===== config.mk =====
export PLATFORM = sky130hd
export DESIGN_NAME = digital_clock_core
export DESIGN_NICKNAME = d
export VERILOG_FILES = /design/src/rtl/digital_clock_pkg.sv /design/src/rtl/seg7_decode.sv /design/src/rtl/digital_clock_core.sv
export SDC_FILE = /design/constraint.sdc
export NUM_CORES = 1
export LEC_CHECK = 0
export ABC_AREA = 1
export CELL_PAD_IN_SITES_DETAIL_PLACEMENT = 1
export CELL_PAD_IN_SITES_GLOBAL_PLACEMENT = 2
export CORE_ASPECT_RATIO = 0.7
export CORE_MARGIN = 2
export CORE_UTILIZATION = 25
export DETAILED_ROUTE_END_ITERATION = 8
export GPL_TIMING_DRIVEN = 0
export PLACE_DENSITY = 0.75
export RECOVER_POWER = 100
export SKIP_CTS_REPAIR_TIMING = 1
export SYNTH_ARGS = -nofsm -noshare
export SYNTH_HDL_FRONTEND = slang
export SYNTH_SLANG_ARGS = --single-unit

===== constraint.sdc =====
create_clock -name clk_50mHz -period 3.8 [get_ports clk_50mHz]
set_input_delay 0.95 -clock clk_50mHz [delete_from_list [all_inputs] [get_ports clk_50mHz]]
set_output_delay 0.95 -clock clk_50mHz [all_outputs]
set_load 0.03 [all_outputs]

===== src/rtl/digital_clock_pkg.sv =====
// Shared constants and BCD helper for the digital clock core.
// Segment patterns are active-low, gfedcba ordering.
package digital_clock_pkg;

    localparam logic [6:0] SEG_0     = 7'h40;
    localparam logic [6:0] SEG_1     = 7'h79;
    localparam logic [6:0] SEG_2     = 7'h24;
    localparam logic [6:0] SEG_3     = 7'h30;
    localparam logic [6:0] SEG_4     = 7'h19;
    localparam logic [6:0] SEG_5     = 7'h12;
    localparam logic [6:0] SEG_6     = 7'h02;
    localparam logic [6:0] SEG_7     = 7'h78;
    localparam logic [6:0] SEG_8     = 7'h00;
    localparam logic [6:0] SEG_9     = 7'h10;
    localparam logic [6:0] SEG_BLANK = 7'h7F;

    localparam logic [1:0] DIG_MIN_ONES  = 2'd0;
    localparam logic [1:0] DIG_MIN_TENS  = 2'd1;
    localparam logic [1:0] DIG_HOUR_ONES = 2'd2;
    localparam logic [1:0] DIG_HOUR_TENS = 2'd3;

    localparam logic [7:0] SEC_MAX_BCD = 8'h59;
    localparam logic [7:0] MIN_MAX_BCD = 8'h59;

    // Two-digit BCD increment that wraps to 00 after max_v.
    function automatic logic [7:0] bcd_inc(input logic [7:0] v, input logic [7:0] max_v);
        logic [7:0] r;
        if (v == max_v) begin
            r = 8'h00;
        end else if (v[3:0] == 4'd9) begin
            r = {v[7:4] + 4'd1, 4'd0};
        end else begin
            r = {v[7:4], v[3:0] + 4'd1};
        end
        return r;
    endfunction

endpackage


===== src/rtl/seg7_decode.sv =====
// BCD digit to active-low seven-segment pattern (gfedcba).
// Non-BCD codes show a blank digit.
module seg7_decode
    import digital_clock_pkg::*;
(
    input  logic [3:0] bcd_i,
    output logic [6:0] seg_o
);

    always_comb begin
        seg_o = SEG_BLANK;
        case (bcd_i)
            4'd0:    seg_o = SEG_0;
            4'd1:    seg_o = SEG_1;
            4'd2:    seg_o = SEG_2;
            4'd3:    seg_o = SEG_3;
            4'd4:    seg_o = SEG_4;
            4'd5:    seg_o = SEG_5;
            4'd6:    seg_o = SEG_6;
            4'd7:    seg_o = SEG_7;
            4'd8:    seg_o = SEG_8;
            4'd9:    seg_o = SEG_9;
            default: seg_o = SEG_BLANK;
        endcase
    end

endmodule


===== src/rtl/digital_clock_core.sv =====
// HH:MM:SS BCD timekeeping driven by 1 Hz ticks, with manual setting and
// a multiplexed 4-digit HH.MM display whose dot blinks with the seconds.
module digital_clock_core
    import digital_clock_pkg::*;
#(
    parameter int SCAN_DIV = 50000,
    parameter int HOUR_MAX = 23
) (
    input  logic       clk_50mHz,
    input  logic       rst_n,
    input  logic       clk_1Hz,
    input  logic       run,
    input  logic       set_min,
    input  logic       set_hour,
    output logic [7:0] sec_bcd,
    output logic [7:0] min_bcd,
    output logic [7:0] hour_bcd,
    output logic [3:0] an,
    output logic [7:0] seg
);

    localparam int              SCAN_W       = (SCAN_DIV > 2) ? $clog2(SCAN_DIV) : 1;
    localparam logic [SCAN_W-1:0] SCAN_LAST  = SCAN_W'(SCAN_DIV - 1);
    localparam logic [7:0]      HOUR_MAX_BCD = 8'(((HOUR_MAX / 10) << 4) | (HOUR_MAX % 10));

    logic [7:0]        sec_q, sec_d, min_q, min_d, hour_q, hour_d;
    logic              tick_prev_q, min_prev_q, hour_prev_q;
    logic [SCAN_W-1:0] scan_cnt_q, scan_cnt_d;
    logic [1:0]        dig_q, dig_d;
    logic [3:0]        an_q, an_d;
    logic [7:0]        seg_q, seg_d;
    logic [3:0]        nibble;
    logic [6:0]        seg7;
    logic              tick_ev, min_ev, hour_ev, tick_ok, sec_wrap, min_wrap, scan_wrap;

    seg7_decode u_seg7 (
        .bcd_i (nibble),
        .seg_o (seg7)
    );

    always_comb begin
        tick_ev  = clk_1Hz & ~tick_prev_q;
        min_ev   = set_min & ~min_prev_q;
        hour_ev  = set_hour & ~hour_prev_q;
        // A minute set clears seconds, so a coincident tick has nothing to land on.
        tick_ok  = tick_ev & run & ~min_ev;
        sec_wrap = (sec_q == SEC_MAX_BCD);
        min_wrap = (min_q == MIN_MAX_BCD);

        sec_d  = sec_q;
        min_d  = min_q;
        hour_d = hour_q;
        if (min_ev) begin
            sec_d = 8'h00;
            min_d = bcd_inc(min_q, MIN_MAX_BCD);
        end else if (tick_ok) begin
            sec_d = bcd_inc(sec_q, SEC_MAX_BCD);
            if (sec_wrap) begin
                min_d = bcd_inc(min_q, MIN_MAX_BCD);
            end
        end
        if (hour_ev) begin
            hour_d = bcd_inc(hour_q, HOUR_MAX_BCD);
        end else if (tick_ok && sec_wrap && min_wrap) begin
            hour_d = bcd_inc(hour_q, HOUR_MAX_BCD);
        end
    end

    always_comb begin
        scan_wrap  = (scan_cnt_q == SCAN_LAST);
        scan_cnt_d = scan_wrap ? '0 : scan_cnt_q + 1'b1;
        dig_d      = scan_wrap ? dig_q + 2'd1 : dig_q;

        nibble = min_q[3:0];
        case (dig_q)
            DIG_MIN_ONES:  nibble = min_q[3:0];
            DIG_MIN_TENS:  nibble = min_q[7:4];
            DIG_HOUR_ONES: nibble = hour_q[3:0];
            DIG_HOUR_TENS: nibble = hour_q[7:4];
            default:       nibble = min_q[3:0];
        endcase

        an_d  = ~(4'b0001 << dig_q);
        seg_d = {~((dig_q == DIG_HOUR_ONES) & ~sec_q[0]), seg7};
    end

    always_ff @(posedge clk_50mHz) begin
        if (!rst_n) begin
            sec_q       <= 8'h00;
            min_q       <= 8'h00;
            hour_q      <= 8'h00;
            tick_prev_q <= 1'b1;
            min_prev_q  <= 1'b1;
            hour_prev_q <= 1'b1;
            scan_cnt_q  <= '0;
            dig_q       <= 2'd0;
            an_q        <= 4'b1110;
            seg_q       <= 8'hC0;
        end else begin
            sec_q       <= sec_d;
            min_q       <= min_d;
            hour_q      <= hour_d;
            tick_prev_q <= clk_1Hz;
            min_prev_q  <= set_min;
            hour_prev_q <= set_hour;
            scan_cnt_q  <= scan_cnt_d;
            dig_q       <= dig_d;
            an_q        <= an_d;
            seg_q       <= seg_d;
        end
    end

    assign sec_bcd  = sec_q;
    assign min_bcd  = min_q;
    assign hour_bcd = hour_q;
    assign an       = an_q;
    assign seg      = seg_q;

endmodule


==> impl_metrics.py <==
metrics = {
    "power_and_ir_drop": {
        "p_per_area_nw_per_um2": 416,
        "peakVddDrop_mv": 0.247,
        "leakage_uw": 0.00167,
        "total_power_uw": 1630,
    },
    "sta": {
        "finalSetupViolations": 0,
        "worst_slew_pin_slew_ns": 0.601,
        "fin_crit_sh_pct": 73.8,
        "rsz0062_at_grt": "false",
        "finalClockSkew_ns": 0.00436,
        "fin_crit_ns": 2.80,
        "drv_slew": 0,
        "setup_tns_ns": 0,
        "fmaxAchievable_ghz": 0.357,
        "hold_viol_final": 0,
        "relSlewSlack_pct": 59.5,
    },
    "synthesis": {
        "synth_nets": 448,
        "yosys.area.top_type": "dfxtp_1",
        "ys_seq_area_share_pct": 38.2,
        "synth_edf_count": 0,
        "synthesis.area_um2": 2990,
        "ys.flop_type": "dfxtp_1",
        "synthTopCellsByArea": "dfxtp_1, nand2_1, ha_1",
        "synthCells": 421,
        "async_flop_share_pct": 0,
        "synth_top_cell_area_share_pct": 38.2,
        "yosys_register_bits": 57,
        "ys_types": 31,
        "syn_avg_cell_area_um2": 7.10,
        "yosysWarnings": 0,
    },
    "routing": {
        "vias": 2773,
        "vias_per_cell": 4.37,
        "routed_wirelength_um": 8140,
        "drtAntennaViolNets": 0,
        "firstDrtPassIters": 4,
        "wl_per_cell_um": 12.8,
        "drc": 0,
        "initialDrtViolationCount": 123,
    },
    "final_layout": {
        "layout-drive-gt1-share_pct": 7.74,
        "layout.nets": 500,
        "fill_cells": 1441,
        "synthToLayoutAreaGrowth_pct": 30.8,
        "n_antenna_cell": 0,
    },
    "floorplan": {
        "rows": 33,
        "core_area_um2": 11700,
        "start_util_pct": 25.6,
        "dieWidth_um": 135,
        "io_pins": 42,
        "die_h_um": 95.5,
        "dieArea_um2": 12900,
    },
    "clocking": {
        "numCtsBuffers": 9,
        "insertion_delay_ns": 0.33,
        "cts_sinks": 57,
        "cts_tree": "yes",
        "cts_root_buffer": "clkbuf_16",
        "ctsHtreeMaxLevel": 3,
        "clk_pin_slew_ns": 0.05,
        "clockBufferDepth": 2,
    },
    "worst_setup_path": {
        "crit_required_ns": 4.01,
        "arrival_ns": 3.02,
        "end_kind": "flop",
        "critPathLaunchType": "input port",
        "crit_fanout": 10,
        "worstReg2RegStart": "dig_q[0]",
        "crit_start": "clk_1Hz",
        "critPathKind": "input port to flop",
    },
    "placed_design": {
        "gp_congestion": 0.787,
        "hpwl_um": 6170,
        "io_buffers": 41,
    },
    "worst_hold_path": {
        "hold_path_class": "flop to flop",
        "min-delay-start": "scan_cnt_q[0]",
    },
    "outcome": {
        "outcome": "finished clean",
    },
    "global_routing": {
        "grt_usage_pct": 13.9,
        "grt_pass1_wl_um": 13900,
        "grt_max_degree": 11,
        "antenna_found_initial": 0,
        "gr-total-overflow": 0,
        "grt_pass1_vias": 2794,
    },
    "flow_run": {
        "cap_violations": 0,
    },
}
==> critical path, stage by stage <==
cell and delay (ns):
dlygate4sd3_1 0.60, nand3_1 0.12, nor2_1 0.38, nand3_2 0.12
nand2_1 0.34, nand2_1 0.24, nand2_1 0.19, nor2_1 0.06
==> path summary, 6_finish.rpt <==
kind | endpoint | slack, ns | cells past startpoint
max | hour_bcd[1] | 1.0 | 8
max reg2reg | seg[1] | 1.35 | 9
min reg2reg | scan_cnt_q[0] | 0.45 | 1
min | scan_cnt_q[0] | 0.45 | 1
==> cells by family after synthesis <==
| kind of cell | share of synthesized area (%) |
|---|---|
| xor+xnor | 1.46 |
| simple gates | 34.6 |
| flops | 38.2 |
| fa+ha+maj | 8.79 |
| compound gates | 8.83 |
| buf+inv | 8.16 |
==> metrics by stage <==
stage / cell area [µm²] / worst slack, ns / hold WS [ns] / instances / utilization [%]
2_1_floorplan: 2990 / 1.90 / 0.417 / 421 / -
3_3_place_gp: 3600 / 1.16 / 0.430 / 619 / 30.8
3_5_place_dp: 3600 / 1.15 / 0.440 / 619 / 30.8
4_1_cts: 3940 / 1.25 / 0.453 / 635 / 33.7
5_1_grt: 3910 / 0.727 / 0.472 / 635 / 33.5
6_report: 3910 / 0.997 / 0.449 / 635 / 33.5
==> where the power goes <==
group | internal, µW | switching, µW
Sequential | 608 | 6.98
Combinational | 24.2 | 47.9
Clock | 657 | 284
Total | 1290 | 339
==> placed cells by master, fill, tap and decap left out, types with 2 or more instances in the layout <==
cell type and n:
o21ai_0 17, clkbuf_16 9, nand3_2 3, xor2_1 3
nand2_2 2, nand4_1 9, nor2_1 43, nand2_1 112
bufinv_16 3, nor2_2 5, or2_2 3, ha_1 21
or2_0 2, dlygate4sd3_1 38, clkbuf_1 6, inv_1 55
dfxtp_1 57, nand3_1 29, nor3b_1 3, nor3_1 13
inv_2 2, xnor2_1 2, a21oi_2 2, a21oi_1 25
clkdlybuf4s50_1 3
==> cells in the mapped netlist, drive strengths merged (2+ instances only) <==
master	n
o21ai	18
or2	5
ha	21
dfxtp	57
nand2	115
xnor2	2
nor3b	3
nand3	32
nor2	49
nand4	9
a21oi	27
clkbuf	2
buf	3
xor2	3
nor3	14
inv	57
==> area by class of cell <==
class / instances / area, µm² / share of cell area, %
plain buffers: 5 / 18.8 / 0.480
clock inverters: 5 / 103 / 2.62
flip-flops and latches: 57 / 1140 / 29.2
inverters: 57 / 214 / 5.47
multi-input cells: 302 / 1590 / 40.5
well taps: 157 / 196 / 5.02
clock buffers: 11 / 243 / 6.21
repair buffers: 41 / 410 / 10.5
==> layer usage <==
metal	track usage [%]	vias up	routed length (µm)
met2	21.4	32	3410
met4	5.35	0	140
met3	3.88	13	255
li1	-	1447	-
met1	18.6	1281	4330
met5	0	-	0
==> sequential cells by signal, indices dropped and copies added (netlist names) <==
register	flops
hour_bcd	8
scan_cnt_q	16
sec_bcd	8
hour_prev_q	1
min_bcd	8
dig_q	2
seg	8
min_prev_q	1
an	4
tick_prev_q	1
Power figures use the tool's default switching activity.
